## config.mk

```make
export PLATFORM = sky130hd
export DESIGN_NAME = coin_start_sequencer
export DESIGN_NICKNAME = d
export VERILOG_FILES = /design/src/rtl/coin_start_sequencer.sv
export SDC_FILE = /design/constraint.sdc
export NUM_CORES = 1
export LEC_CHECK = 0
export ABC_AREA = 1
export CAP_MARGIN = 15
export CORE_AREA = 4 4 68 51
export DETAILED_ROUTE_END_ITERATION = 10
export DIE_AREA = 0 0 72 55
export SYNTH_ARGS = -nofsm -noshare
export SYNTH_HDL_FRONTEND = slang
export SYNTH_SLANG_ARGS = --single-unit
```

## constraint.sdc

```tcl
create_clock -name clk_sys -period 2.89 [get_ports clk_sys]
set_input_delay 0.289 -clock clk_sys [delete_from_list [all_inputs] [get_ports clk_sys]]
set_output_delay 0.289 -clock clk_sys [all_outputs]
set_load 0.01 [all_outputs]
```

## src/rtl/coin_start_sequencer.sv

```systemverilog
`timescale 1ns/1ps
`default_nettype none
// ============================================================================
// Module      : coin_start_sequencer
// Description : Turns a player start press into a frame-timed arcade
//               sequence (coin pulse, gap, start pulse, hold-off). All phase
//               lengths are counted in vblank rising edges. A direct coin
//               button is ORed onto the coin output with one cycle of delay.
// Revision    : 1.0 - initial release
// ============================================================================
module coin_start_sequencer #(
  parameter int COIN_FRAMES    = 4,
  parameter int GAP_FRAMES     = 8,
  parameter int START_FRAMES   = 4,
  parameter int HOLDOFF_FRAMES = 16
) (
  input  logic clk_sys,
  input  logic reset,
  input  logic vblank,
  input  logic btn_start1,
  input  logic btn_start2,
  input  logic btn_coin,
  output logic coin,
  output logic start1,
  output logic start2,
  output logic busy
);

  // Phase lengths must fit the 8-bit frame counter and be non-zero.
  generate
    if (COIN_FRAMES < 1 || COIN_FRAMES > 255 ||
        GAP_FRAMES < 1 || GAP_FRAMES > 255 ||
        START_FRAMES < 1 || START_FRAMES > 255 ||
        HOLDOFF_FRAMES < 1 || HOLDOFF_FRAMES > 255) begin : g_bad_params
      $error("coin_start_sequencer: phase frame counts must be in 1..255");
    end
  endgenerate

  localparam logic [7:0] COIN_LEN    = 8'(COIN_FRAMES);
  localparam logic [7:0] GAP_LEN     = 8'(GAP_FRAMES);
  localparam logic [7:0] START_LEN   = 8'(START_FRAMES);
  localparam logic [7:0] HOLDOFF_LEN = 8'(HOLDOFF_FRAMES);

  typedef enum logic [2:0] {
    ST_IDLE    = 3'd0,
    ST_COIN    = 3'd1,
    ST_GAP     = 3'd2,
    ST_START   = 3'd3,
    ST_HOLDOFF = 3'd4
  } state_t;

  state_t     state, state_next;
  logic [7:0] frame_cnt, frame_cnt_next;
  logic       sel, sel_next;
  logic       vblank_prev, start1_prev, start2_prev;
  logic       frame_tick, req1, req2, phase_done;

  assign frame_tick = vblank & ~vblank_prev;
  assign req1       = btn_start1 & ~start1_prev;
  assign req2       = btn_start2 & ~start2_prev;
  // A phase ends on the tick that would take the counter from 1 to 0.
  assign phase_done = frame_tick && (frame_cnt == 8'd1);

  // Previous-value registers for edge detection of vblank and start buttons.
  always_ff @(posedge clk_sys or posedge reset) begin
    if (reset) begin
      vblank_prev <= 1'b0;
      start1_prev <= 1'b0;
      start2_prev <= 1'b0;
    end else begin
      vblank_prev <= vblank;
      start1_prev <= btn_start1;
      start2_prev <= btn_start2;
    end
  end

  // FSM state, frame counter, player select and registered outputs.
  always_ff @(posedge clk_sys or posedge reset) begin
    if (reset) begin
      state     <= ST_IDLE;
      frame_cnt <= 8'd0;
      sel       <= 1'b0;
      coin      <= 1'b0;
      start1    <= 1'b0;
      start2    <= 1'b0;
      busy      <= 1'b0;
    end else begin
      state     <= state_next;
      frame_cnt <= frame_cnt_next;
      sel       <= sel_next;
      coin      <= (state_next == ST_COIN) | btn_coin;
      start1    <= (state_next == ST_START) & ~sel_next;
      start2    <= (state_next == ST_START) & sel_next;
      busy      <= (state_next != ST_IDLE);
    end
  end

  // Next-state logic; each state entry reloads the counter with its length.
  always_comb begin
    state_next     = state;
    sel_next       = sel;
    frame_cnt_next = frame_cnt;
    if (frame_tick && frame_cnt != 8'd0) begin
      frame_cnt_next = frame_cnt - 8'd1;
    end
    case (state)
      ST_IDLE: begin
        // start1 has priority over a simultaneous start2 edge
        if (req1) begin
          sel_next       = 1'b0;
          state_next     = ST_COIN;
          frame_cnt_next = COIN_LEN;
        end else if (req2) begin
          sel_next       = 1'b1;
          state_next     = ST_COIN;
          frame_cnt_next = COIN_LEN;
        end
      end
      ST_COIN: begin
        if (phase_done) begin
          state_next     = ST_GAP;
          frame_cnt_next = GAP_LEN;
        end
      end
      ST_GAP: begin
        if (phase_done) begin
          state_next     = ST_START;
          frame_cnt_next = START_LEN;
        end
      end
      ST_START: begin
        if (phase_done) begin
          state_next     = ST_HOLDOFF;
          frame_cnt_next = HOLDOFF_LEN;
        end
      end
      ST_HOLDOFF: begin
        if (phase_done) begin
          state_next     = ST_IDLE;
          frame_cnt_next = 8'd0;
        end
      end
      default: begin
        state_next     = ST_IDLE;
        frame_cnt_next = 8'd0;
      end
    endcase
  end

endmodule
`default_nettype wire

```

==> flow_summary.json, run 1 <==
{
  "antenna_found_initial": 0,
  "pwr-share-seq_pct": 41.9,
  "cap_violations": 0,
  "slowest_stage": "dfrtp_1",
  "viasPerCell": 4.83,
  "setup_viol": 0,
  "grt_pass1_vias": 898,
  "syn_area_um2": 1090,
  "grt_pass1_wl_um": 3910,
  "hold_ws_ns": 0.455,
  "synthAdderAreaFrac_pct": 2.29,
  "hold_path_class": "input port to async pin",
  "final.setup_skew_ns": 0.00543,
  "ant_nets": 0,
  "synth_top_family_by_area": "simple AND/OR/NAND/NOR gates",
  "overflow": 0,
  "wl_per_cell_um": 11.4,
  "row_count": 16,
  "fin_setup_tns_ns": 0,
  "p_per_area_nw_per_um2": 763,
  "critPathCaptureType": "flop",
  "synth_xor_area_share_pct": 0.801,
  "period_share_pct": 54.2,
  "final_common_cell": "nand2_1",
  "crit_arrival_ns": 1.72,
  "synth_cell_types": 20,
  "die_y_um": 55,
  "dieWidth_um": 72,
  "layout.nets": 171,
  "gp_congestion": 0.880,
  "drt-initial-drc-count": 78,
  "post-cts-setup-buffers": 0,
  "clock-sinks": 19,
  "h-tree-depth": 1,
  "crit_chain": "inv_1 > ha_1 > nand2_4 > o21ai_1 > nand2_1 > nand3_1 > nand2_1 > nand2_1 > inv_1",
  "ys_seq_area_share_pct": 43.5,
  "cts_max_path_buffers": 2,
  "grt_setup_unrepaired": "no",
  "crit_top_cell": "nand2_1",
  "worst-path-max-fanout": 4,
  "ff2ff_path_depth": 9,
  "io_buffers": 9,
  "final-hold-violation-count": 0,
  "muxShareOfSynthArea_pct": 0,
  "start_util_pct": 39.6,
  "routed_wirelength_um": 2250,
  "final_cell_mix": "nand2_1, inv_1, nor2_1",
  "synth-warning-count": 0,
  "postSynthAreaPerCell_um2": 7.34,
  "clkPwrFrac_pct": 18.9,
  "fmax_ghz": 0.639,
  "synth-simple-area-share_pct": 36.7,
  "cp.required_ns": 3.05,
  "final_util_pct": 46.1,
  "cts_made_buffers": 3,
  "dp_hpwl_um": 1760,
  "hold_buffers": 0,
  "max_slew.worst_pin.slew_ns": 0.742,
  "drv_slew": 0,
  "io-pin-count": 10,
  "insertion_delay_ns": 0.26,
  "drive_above_1_share_pct": 14.8,
  "grt_util_all_layers_pct": 13.0,
  "intPower_uw": 580,
  "drc": 0,
  "combPwrFrac_pct": 39.2,
  "synth_cells": 149,
  "area_growth_pct": 16.5,
  "core_um2": 2760,
  "cts.clk_slew.worst_paths_ns": 0.07,
  "critical-path-max-stage-delay_ns": 0.39,
  "synth-seq-cells": 19,
  "grt_max_degree": 20,
  "criticalPathCategory": "flop to flop",
  "crit_path_start_kind": "flop",
  "min_period_ns": 1.57,
  "root_buffer": "clkbuf_8",
  "p_leak_nw": 0.687,
  "die_area_um2": 3960,
  "dp_cells": 194,
  "slew_headroom_pct": 50.4,
  "firstDrtPassIters": 4,
  "outcome": "complete, no violations",
  "route.vias.total": 956,
  "instances_no_fill": 198,
  "ir_worst_vdd_v": 0.000318,
  "antenna_cells": 0,
  "ctsResizeCount": 0,
  "synth_fp_nets": 157,
  "p_switching_uw": 392,
  "cts_tree": "done",
  "synth_compound_area_share_pct": 6.06,
  "swShare_pct": 40.3
}
## path summary, 6_finish.rpt
path                         startpoint            to  slack, ns
hold reg to reg            frame_cnt[6]  frame_cnt[6]       0.59
hold / removal                    reset  frame_cnt[1]       0.46
setup / recovery           frame_cnt[0]  frame_cnt[7]       1.32
max in group asynchronous         reset      state[2]       1.96
setup reg to reg           frame_cnt[0]  frame_cnt[7]       1.32
min in group clk_sys         btn_start1   start1_prev       0.51
## cells in the mapped netlist, drive strengths merged
cell | instances | area [µm²]
a21oi | 2 | 10.0
nand2 | 42 | 180
dfrtp | 19 | 475
inv | 31 | 116
a211oi | 1 | 7.51
nor3 | 2 | 10.0
nand3 | 11 | 65.1
ha | 2 | 25.0
nand4 | 3 | 18.8
nor2 | 26 | 128
xor2 | 1 | 8.76
o21ai | 9 | 48.8
## flip-flops by register name (all words and copies together), names as in the netlist
register     cells
start1           1
vblank_prev      1
busy             1
start2_prev      1
sel              1
start2           1
coin             1
start1_prev      1
frame_cnt        8
state            3
## power groups by stage
stage	Clock [mW]	Sequential (mW)	Combinational, mW
floorplan	0	0.403	0.286
global placement	0	0.410	0.372
detailed placement	0	0.411	0.379
CTS	0.190	0.406	0.382
global route	0.202	0.415	0.434
finish	0.184	0.407	0.381
## cells by family after synthesis
logic type	Yosys count
xor+xnor	1
flops	19
compound gates	12
simple gates	84
buf+inv	31
fa+ha+maj	2
## final cells by class
class                      instances  area (µm²)
inverter                          31         116
timing repair buffer               9        90.1
fill                             279        1490
multi-input combinational         99         502
clock buffer                       4        45.0
tap                               36        45.0
sequential                        19         475
## layer usage
metal  global-route usage, %  vias to the layer above  part of all wire (%)
li1                        -                      479                     -
met1                    17.5                      442                    49
met2                    20.6                       31                    43
met3                    3.61                        4                   7.9
met4                    4.06                        0                  0.62
met5                       0                        -                     0
## per-stage QoR
step,cell area (µm²),total power [mW],setup slack (ns)
after floorplan,1090,0.689,1.55
after global placement,1230,0.782,1.19
after detailed placement,1230,0.790,1.16
after CTS,1270,0.978,1.34
after global routing,1270,1.05,1.19
final,1270,0.972,1.32
## critical path, delay by kind of cell, from the launching register on
kind            cells  cell delay [ns]
buf+inv             2             0.13
compound gates      1             0.27
fa+ha+maj           1             0.25
simple gates        5             0.43
flops               1             0.39
No activity file was read; power rests on OpenSTA's default activity.
==> inputs of run 2 (changes only) <==
Clock period 2.89 ns to 1.4 ns, I/O delays scaled along.
==> run 2 against run 1 <==
  * Highest routed layer is now met3
  * Setup slack worse by 1.3 ns
  * Global-route usage up 0.88 points
  * Clock skew down 0.0027 ns
  * Cell count up 12%
  * Clock power up 100%
  * Hold slack worse by 0.26 ns
  * Design area up 21%
  * Critical endpoint is now frame_cnt[2]
  * Die area unchanged
  * The run now ends with negative setup slack left
  * Largest cell class unchanged
  * Sequential cell count unchanged
  * Fmax up 10%
==> flow_summary.json, run 2 (synthesis gave the netlist of run 1 again) <==
{
  "outcome": "complete, but fails checks",
  "failed_checks": "negative setup slack",
  "final-hold-violation-count": 0,
  "cp.required_ns": 1.58,
  "cts_made_buffers": 3,
  "gp_congestion": 0.925,
  "ant_nets": 0,
  "critPathCaptureType": "flop",
  "die_y_um": 55,
  "power.total_mw": 2.49,
  "hold_ws_ns": 0.195,
  "hold_buffers": 0,
  "setup_viol": 2,
  "drv_slew": 0,
  "die_area_um2": 3960,
  "firstDrtPassIters": 4,
  "post-route-cell-area_um2": 1540,
  "clock-sinks": 19,
  "start_util_pct": 39.6,
  "p_leak_nw": 0.807,
  "worst-path-max-fanout": 4,
  "slew_headroom_pct": 84.7,
  "largest_reg_flops": 8,
  "grt_pass1_wl_um": 4160,
  "drt-initial-drc-count": 48,
  "grt_pass1_vias": 955,
  "routed_wirelength_um": 2620,
  "cts_tree": "done",
  "layout.nets": 195,
  "wl_per_cell_um": 11.8,
  "h-tree-depth": 1,
  "dp_hpwl_um": 1900,
  "worst_slack_ns": -0.0182,
  "grt_setup_unrepaired": "yes",
  "cts_max_path_buffers": 2,
  "row_count": 16,
  "overflow": 0,
  "cap_violations": 0,
  "hold_path_class": "input port to async pin",
  "criticalPathCategory": "flop to flop",
  "drc": 0,
  "instances_no_fill": 222,
  "grt_util_all_layers_pct": 13.9,
  "post-place-ws_ns": -0.132,
  "crit_path_start_kind": "flop",
  "antenna_found_initial": 0,
  "insertion_delay_ns": 0.25,
  "period_share_pct": 101,
  "top_regs": "frame_cnt (8), state (3)",
  "viasPerCell": 4.75,
  "io-pin-count": 10,
  "p_per_area_nw_per_um2": 1620,
  "antenna_cells": 0,
  "final_cell_mix": "nand2_1, inv_1, buf_4",
  "drive_above_1_share_pct": 36.6,
  "io_buffers": 9,
  "rrSetupSlack_ns": -0.02,
  "grt_max_degree": 20,
  "cts.clk_slew.worst_paths_ns": 0.07,
  "final.setup_skew_ns": 0.00277,
  "ir_worst_vdd_v": 0.000664,
  "route.vias.total": 1055,
  "final_common_cell": "nand2_1",
  "max_slew.worst_pin.slew_ns": 0.227,
  "place_area_um2": 1360,
  "crit_arrival_ns": 1.60,
  "top_register": "frame_cnt",
  "dp_cells": 212,
  "root_buffer": "clkbuf_8",
  "dieWidth_um": 72,
  "core_um2": 2760,
  "min_period_ns": 1.42,
  "fmax_ghz": 0.705,
  "area_growth_pct": 40.4
}
-- run 2: cell types whose count changed in the layout (fill, tap and decap cells not counted), sizes merged --
cell	delta
nor2	+1
buf	+23
-- run 2: cell type report --
cell class / instances / area, µm²
Fill cell: 257 / 1230
Inverter: 31 / 116
Timing Repair Buffer: 32 / 267
Sequential cell: 19 / 477
Tap cell: 36 / 45.0
Clock buffer: 4 / 45.0
Multi-Input combinational cell: 100 / 586
-- run 2: power by group --
group	switching, mW	leakage, nW	internal, mW
sequential	0.127	0.223	0.707
clock	0.174	0.0228	0.202
combinational	0.670	0.561	0.606
total	0.972	0.807	1.52
-- run 2: path summary, 6_finish.rpt --
path	start	endpoint	depth (start not counted)
max	frame_cnt[5]	frame_cnt[2]	8
min	reset	state[1]	3
max reg2reg	frame_cnt[5]	frame_cnt[2]	8
min reg2reg	sel	sel	4
max in group asynchronous	reset	state[0]	3
min in group clk_sys	btn_start1	start1_prev	1
-- run 2: layer usage --
| metal | share of wire, % | routed length (µm) | track usage, % | vias to the layer above |
|---|---|---|---|---|
| met5 | 0 | 0 | 0 | - |
| met4 | 0 | 0 | 2.50 | 0 |
| met3 | 6.2 | 162 | 3.97 | 0 |
| met2 | 46 | 1210 | 22.9 | 31 |
| met1 | 48 | 1250 | 18.6 | 496 |
| li1 | - | - | - | 528 |
-- run 2: repair_timing --
action / 4_1_cts / 5_1_grt
gates resized for setup: 10 / 17
buffers inserted: 3 / 2
gates cloned: 1 / 0
setup endpoints to repair: 8 / 14
pin swaps: 7 / 13
-- run 2: metrics by stage --
step / TNS, ns / utilization, %
after floorplan: 0 / -
after global placement: -0.851 / 49.4
after detailed placement: -1.24 / 49.4
after CTS: -0.0695 / 53.4
after global routing: -0.835 / 55.6
final: -0.0331 / 55.6
-- run 2: worst max-delay path: stages, from the launching register on --
cell     delay, ns
dfrtp_1       0.39
nor2_2        0.14
nand3_2       0.13
inv_2         0.12
buf_4         0.11
nand3_1       0.10
a21oi_1       0.19
nor2_1        0.06
nor2_1        0.11
